### src/rtl/cache_line_arbiter_if.sv
// cache_line_arbiter_if: bundles the I-cache, D-cache and shared memory-port
// signals of the line-fill arbiter.
//   slave  : the arbiter's view (takes requests, drives the memory port)
//   master : the environment's view (requesters plus the memory model)
interface cache_line_arbiter_if #(
  parameter int ADDR_W = 32,
  parameter int LINE_W = 256
);
  // I-cache side
  logic              i_read;
  logic [ADDR_W-1:0] i_addr;
  logic [LINE_W-1:0] i_rdata;
  logic              i_resp;
  // D-cache side
  logic              d_read;
  logic              d_write;
  logic [ADDR_W-1:0] d_addr;
  logic [LINE_W-1:0] d_wdata;
  logic [LINE_W-1:0] d_rdata;
  logic              d_resp;
  // Shared memory port
  logic              mem_read;
  logic              mem_write;
  logic [ADDR_W-1:0] mem_addr;
  logic [LINE_W-1:0] mem_wdata;
  logic [LINE_W-1:0] mem_rdata;
  logic              mem_resp;

  modport slave (
    input  i_read, i_addr, d_read, d_write, d_addr, d_wdata, mem_rdata, mem_resp,
    output i_rdata, i_resp, d_rdata, d_resp, mem_read, mem_write, mem_addr, mem_wdata
  );

  modport master (
    output i_read, i_addr, d_read, d_write, d_addr, d_wdata, mem_rdata, mem_resp,
    input  i_rdata, i_resp, d_rdata, d_resp, mem_read, mem_write, mem_addr, mem_wdata
  );
endinterface

### src/rtl/cache_line_arbiter.sv
// cache_line_arbiter: grants the shared line-fill memory port to either the
// I-cache or the D-cache, one transaction at a time. The granted address,
// write line and operation are captured at grant and held until mem_resp.
// Optional feature macro: CACHE_ARB_RR_EN
//   defined   -> round-robin between I and D on simultaneous requests
//   undefined -> fixed priority, D side always wins
module cache_line_arbiter #(
  parameter int ADDR_W = 32,
  parameter int LINE_W = 256
) (
  input  logic                 clk,
  input  logic                 rst,   // asynchronous, active-low
  cache_line_arbiter_if.slave  bus
);

  // Number of byte-offset bits inside one line.
  localparam int OFF_W = $clog2(LINE_W / 8);

  typedef enum logic [1:0] {
    IDLE    = 2'd0,
    GRANT_I = 2'd1,
    GRANT_D = 2'd2
  } state_t;

  state_t            state_q;
  state_t            state_next;
  logic [ADDR_W-1:0] addr_q;
  logic [LINE_W-1:0] wdata_q;
  logic              op_q;        // 1 = line write, 0 = line read

  logic [ADDR_W-1:0] line_mask;
  logic [ADDR_W-1:0] i_addr_line;
  logic [ADDR_W-1:0] d_addr_line;
  logic              i_req;
  logic              d_req;
  logic              pick_d;
  logic              grant_now;
  logic              busy;

  // Mask that clears the byte-offset bits of a line address.
  generate
    for (genvar gi = 0; gi < ADDR_W; gi++) begin : g_line_mask
      assign line_mask[gi] = (gi >= OFF_W);
    end
  endgenerate

  assign i_addr_line = bus.i_addr & line_mask;
  assign d_addr_line = bus.d_addr & line_mask;
  assign i_req       = bus.i_read;
  assign d_req       = bus.d_read | bus.d_write;

`ifdef CACHE_ARB_RR_EN
  logic last_q;   // most recent grant: 0 = I, 1 = D

  // Round-robin: on a tie the side that was not granted last wins.
  always_comb begin
    pick_d = d_req && (!i_req || !last_q);
  end

  // Remember which side was granted most recently.
  always_ff @(posedge clk or negedge rst) begin
    if (!rst) begin
      last_q <= 1'b0;
    end else if (grant_now) begin
      last_q <= pick_d;
    end
  end
`else
  // Fixed priority: the D side wins every tie.
  always_comb begin
    pick_d = d_req;
  end
`endif

  // Next-state and output decode; outputs depend only on registered state
  // except the response strobes, which follow mem_resp with zero latency.
  always_comb begin
    state_next    = state_q;
    busy          = 1'b0;
    bus.mem_read  = 1'b0;
    bus.mem_write = 1'b0;
    bus.mem_addr  = '0;
    bus.mem_wdata = '0;
    bus.i_resp    = 1'b0;
    bus.d_resp    = 1'b0;
    case (state_q)
      IDLE: begin
        if (pick_d) begin
          state_next = GRANT_D;
        end else if (i_req) begin
          state_next = GRANT_I;
        end
      end
      GRANT_I: begin
        busy       = 1'b1;
        bus.i_resp = bus.mem_resp;
        if (bus.mem_resp) begin
          state_next = IDLE;
        end
      end
      GRANT_D: begin
        busy       = 1'b1;
        bus.d_resp = bus.mem_resp;
        if (bus.mem_resp) begin
          state_next = IDLE;
        end
      end
      default: begin
        state_next = IDLE;
      end
    endcase
    if (busy) begin
      bus.mem_read  = ~op_q;
      bus.mem_write = op_q;
      bus.mem_addr  = addr_q;
      bus.mem_wdata = wdata_q;
    end
  end

  // A grant happens on the edge that leaves IDLE.
  assign grant_now = (state_q == IDLE) && (state_next != IDLE);

  // Returned line goes to both caches; only the granted side sees a resp.
  assign bus.i_rdata = bus.mem_rdata;
  assign bus.d_rdata = bus.mem_rdata;

  // State register plus grant capture; captured fields stay frozen mid-grant.
  always_ff @(posedge clk or negedge rst) begin
    if (!rst) begin
      state_q <= IDLE;
      addr_q  <= '0;
      wdata_q <= '0;
      op_q    <= 1'b0;
    end else begin
      state_q <= state_next;
      if (grant_now) begin
        addr_q  <= pick_d ? d_addr_line : i_addr_line;
        wdata_q <= bus.d_wdata;
        // Write-back beats fill when the D side asks for both at once.
        op_q    <= pick_d & bus.d_write;
      end
    end
  end

endmodule
### src/flat_wrapper.sv
// flat-port wrapper written by rule: the top's interface ports become plain ports
module cache_line_arbiter_flat 
#(
  parameter int ADDR_W = 32,
  parameter int LINE_W = 256
)
  (clk, rst, bus_i_read, bus_i_addr, bus_d_read, bus_d_write, bus_d_addr, bus_d_wdata, bus_mem_rdata, bus_mem_resp, bus_i_rdata, bus_i_resp, bus_d_rdata, bus_d_resp, bus_mem_read, bus_mem_write, bus_mem_addr, bus_mem_wdata);
  cache_line_arbiter_if #(.ADDR_W(ADDR_W), .LINE_W(LINE_W)) bus_i ();
  input  logic clk;
  input  logic rst;
  input wire logic [$bits(bus_i.i_read)-1:0] bus_i_read;
  input wire logic [$bits(bus_i.i_addr)-1:0] bus_i_addr;
  input wire logic [$bits(bus_i.d_read)-1:0] bus_d_read;
  input wire logic [$bits(bus_i.d_write)-1:0] bus_d_write;
  input wire logic [$bits(bus_i.d_addr)-1:0] bus_d_addr;
  input wire logic [$bits(bus_i.d_wdata)-1:0] bus_d_wdata;
  input wire logic [$bits(bus_i.mem_rdata)-1:0] bus_mem_rdata;
  input wire logic [$bits(bus_i.mem_resp)-1:0] bus_mem_resp;
  output wire logic [$bits(bus_i.i_rdata)-1:0] bus_i_rdata;
  output wire logic [$bits(bus_i.i_resp)-1:0] bus_i_resp;
  output wire logic [$bits(bus_i.d_rdata)-1:0] bus_d_rdata;
  output wire logic [$bits(bus_i.d_resp)-1:0] bus_d_resp;
  output wire logic [$bits(bus_i.mem_read)-1:0] bus_mem_read;
  output wire logic [$bits(bus_i.mem_write)-1:0] bus_mem_write;
  output wire logic [$bits(bus_i.mem_addr)-1:0] bus_mem_addr;
  output wire logic [$bits(bus_i.mem_wdata)-1:0] bus_mem_wdata;
  assign bus_i.i_read = bus_i_read;
  assign bus_i.i_addr = bus_i_addr;
  assign bus_i.d_read = bus_d_read;
  assign bus_i.d_write = bus_d_write;
  assign bus_i.d_addr = bus_d_addr;
  assign bus_i.d_wdata = bus_d_wdata;
  assign bus_i.mem_rdata = bus_mem_rdata;
  assign bus_i.mem_resp = bus_mem_resp;
  assign bus_i_rdata = bus_i.i_rdata;
  assign bus_i_resp = bus_i.i_resp;
  assign bus_d_rdata = bus_i.d_rdata;
  assign bus_d_resp = bus_i.d_resp;
  assign bus_mem_read = bus_i.mem_read;
  assign bus_mem_write = bus_i.mem_write;
  assign bus_mem_addr = bus_i.mem_addr;
  assign bus_mem_wdata = bus_i.mem_wdata;
  cache_line_arbiter #(.ADDR_W(ADDR_W), .LINE_W(LINE_W)) u_core (.clk(clk), .rst(rst), .bus(bus_i));
endmodule
### config.mk
export PLATFORM = sky130hd
export DESIGN_NAME = cache_line_arbiter_flat
export DESIGN_NICKNAME = d
export VERILOG_FILES = /design/src/rtl/cache_line_arbiter_if.sv /design/src/rtl/cache_line_arbiter.sv /design/src/flat_wrapper.sv
export SDC_FILE = /design/constraint.sdc
export NUM_CORES = 1
export LEC_CHECK = 0
export ABC_AREA = 1
export BUFFER_PORTS_ARGS = -buffer_cell sky130_fd_sc_hd__buf_2
export CAP_MARGIN = 40
export CORE_AREA = 2 2 540 542
export CTS_CLUSTER_DIAMETER = 120
export DETAILED_ROUTE_END_ITERATION = 6
export DIE_AREA = 0 0 542 544
export HOLD_SLACK_MARGIN = 0.02
export MAX_ROUTING_LAYER = met4
export RECOVER_POWER = 50
export SLEW_MARGIN = 20
export SYNTH_ARGS = -nofsm -noshare
export SYNTH_HDL_FRONTEND = slang
export SYNTH_SLANG_ARGS = --single-unit
### constraint.sdc
create_clock -name clk -period 3.8 [get_ports clk]
set_input_delay 0.57 -clock clk [delete_from_list [all_inputs] [get_ports clk]]
set_output_delay 0.57 -clock clk [all_outputs]
set_load 0.01 [all_outputs]
==> metrics.txt <==
CP startpoint kind=register; multi-input logic area=approximately 5000 um2; drc violations=0; Final setup viols=0; Final Hold Vio Count=0; switching share of power=around half; FF+latch count, synth=286; Overflow after GRT=0; Max VDD drop=0.517 mV; FF/Latch Area=7160 um2; Comb power frac=51.7%; layout cell share with drive strength beyond 1=27.9%; Setup Skew=0.0240 ns; status=complete, but fails checks; worst relative slew slack=-31.2%; Die W=542 um; Initial Utilization=under 10%; Worst Tran Pin Value=1.97 ns; arrival time at the worst endpoint=2.81 ns; initial antenna violation count=80; drt wl/cell=26.2 um; fin nets=3084; most used cell, CP=inv_1; Synthesis Warnings=0; Die Area=295000 um2; CP top delay family=buffers and inverters; Num CTS Buffers=between 40 and 50; FF-to-FF Start=u_core.state_q[1]; total core area=289000 um2; Final GP Congestion=0.930; DR pass1 iterations=6; initial DRC count=1296; CP Class=reg2out; Via Count=16000; NetSw=10500 uW; clk_lat worst skew=0.66 ns; RSZ-0062 raised after global routing=no; Resized cells post-CTS=0; Tcrit/Tclk final=89.0%; vias in the first global route=15100; Max Cap Violations=1; Area growth syn-to-layout=27.9%; post-route ant nets=0; CP max stage cell=ha_4; H-tree depth=2; CP startpoint=u_core.state_q[1]; worst hold slack=0.139 ns; Reg clk slew, reported paths=around 0.05 ns; Leakage=0.0128 uW; CTS max path bufs=3; Die Y=544 um; part of the power in the clock network=between 20% and 30%; largest net degree at the start of global routing=146; setup TNS=0 ns; I/O Buffers=602; design area=23100 um2; f_max=296 MHz; first-pass GRT wire length=199000 um; hold path startpoint=bus_d_wdata[11]; routed vias/inst=about 2.5; CTS tree=done; sequential area share after synthesis=39.7%; Hold Crit Class=in2reg; IO Pins=approximately 1400; pwr/cell area=887 nW/um2; failing checks=capacitance limit, slew limit; Syn Area/Cell=7.30 um2; placed cell areas=21600 um2; row cnt=198; crit path buf inv count=4; worst path cell trace=inv_1 -> ha_4 -> buf_12 -> nand2_1 -> inv_1 -> buf_2; worst-path fanout max=115; TritonCTS Sinks=286; crit path time final=about 3.4 ns; Netlist Area Pre-Place=around 18000 um2; Pint=9970 uW; Reg2Reg Setup Slack=between 1 and 1.5 ns; FILL cells=34100; Worst Setup End Kind=output pin; Clk Tree Root Cell=clkbuf_16; Yosys cell types=16; drt total wl=between 150000 and 200000 um; register share of total power=a little over a quarter; all-layer global routing usage=11.1%; pins over their slew limit=52; Post-CTS Setup Bufs=0; worst path required time=3.23 ns; post-detail-place hpwl=146000 um; Post-Synthesis Cells=2471; CP peak stage delay=0.43 ns
## what timing repair did
item                                    4_1_cts  5_1_grt
endpoints found under the setup margin        0        0
hold buffers                                  1        0
endpoints found under the hold margin        47        0
## worst paths after layout
kind                                  endpoint  cells past startpoint
min                         u_core.wdata_q[11]                      3
min in group asynchronous    u_core.wdata_q[6]                      2
min reg2reg                  u_core.wdata_q[6]                      2
max reg2reg                 u_core.wdata_q[37]                      9
max                         bus_mem_wdata[147]                      6
max in group asynchronous  u_core.wdata_q[165]                      3
## final cells by class
type | count | share of cell area [%]
Antenna cell | 21 | 0.228
Clock buffer | 60 | 5.46
Clock inverter | 17 | 0.846
Inverter | 294 | 4.78
Multi-Input combinational cell | 1243 | 22.3
Sequential cell | 286 | 31.0
Tap cell | 3800 | 20.6
Timing Repair Buffer | 631 | 14.8
## cells in the mapped netlist (all sizes together)
| cell type | instances | area share [%] |
|---|---|---|
| dfrtp | 286 | 40 |
| ha | 4 | 0.28 |
| conb | 1 | 0.021 |
| nand2 | 918 | 19 |
| clkbuf | 65 | 1.4 |
| o21ai | 27 | 0.75 |
| buf | 587 | 25 |
| inv | 294 | 6.1 |
| a21oi | 1 | 0.028 |
| nand3 | 286 | 7.9 |
| nor2 | 2 | 0.083 |
## kinds of logic after synthesis
| group | count (synthesis) | synth area share [%] |
|---|---|---|
| compound gates | 28 | 0.777 |
| fa+ha+maj | 4 | 0.278 |
| buf+inv | 946 | 32.1 |
| flops | 286 | 39.7 |
| other cells | 1 | 0.0208 |
| simple gates | 1206 | 27.2 |
## state kept, by name, summed over array words and instances, names as in the netlist
name	cells
u_core.state_q	2
u_core.addr_q	27
u_core.op_q	1
u_core.wdata_q	256
## cell usage in the layout, fill, tap and decap left out, drive strengths merged
master | synthesis | routed
o21ai | 27 | 27
nor2 | 2 | 2
dfrtp | 286 | 286
buf | 587 | 627
ha | 4 | 4
bufinv | 0 | 2
conb | 1 | 5
inv | 294 | 300
clkinv | 0 | 8
dlygate4sd3 | 0 | 1
clkbuf | 65 | 63
nand3 | 286 | 286
a21oi | 1 | 1
nand2 | 918 | 918
diode | 0 | 21
clkinvlp | 0 | 1
## per-layer routing
| layer | global-route usage (%) | vias up | wire length [um] |
|---|---|---|---|
| met1 | 7.02 | 7134 | 35800 |
| li1 | - | 6930 | - |
| met4 | 6.80 | 0 | 12300 |
| met2 | 14.3 | 1433 | 62600 |
| met5 | - | - | 0 |
| met3 | 16.3 | 541 | 55600 |
## worst min-delay path, delay by kind of cell
| kind | cells | cell delay, ns |
|---|---|---|
| buf+inv | 1 | 0.07 |
| simple gates | 2 | 0.12 |
## per-stage QoR
stage          worst slack [ns]  power [uW]  std cells  utilization (%)
2_1_floorplan              1.59       11700       2475                -
3_3_place_gp              0.804       16300       6253             7.46
3_5_place_dp              0.796       16400       6253             7.46
4_1_cts                   0.367       20800       6331             7.96
5_1_grt                   0.162       22100       6347             7.97
6_report                  0.419       20500       6352             7.97
## power by group through the flow
stage / sequential [uW] / combinational (uW) / clock [uW]
floorplan: 5180 / 6500 / 0
global placement: 5550 / 10800 / 0
detailed placement: 5550 / 10800 / 0
CTS: 5530 / 10800 / 4490
global route: 5720 / 11900 / 4540
finish: 5580 / 10600 / 4300
Note: power is estimated with default switching activity, not from simulation.
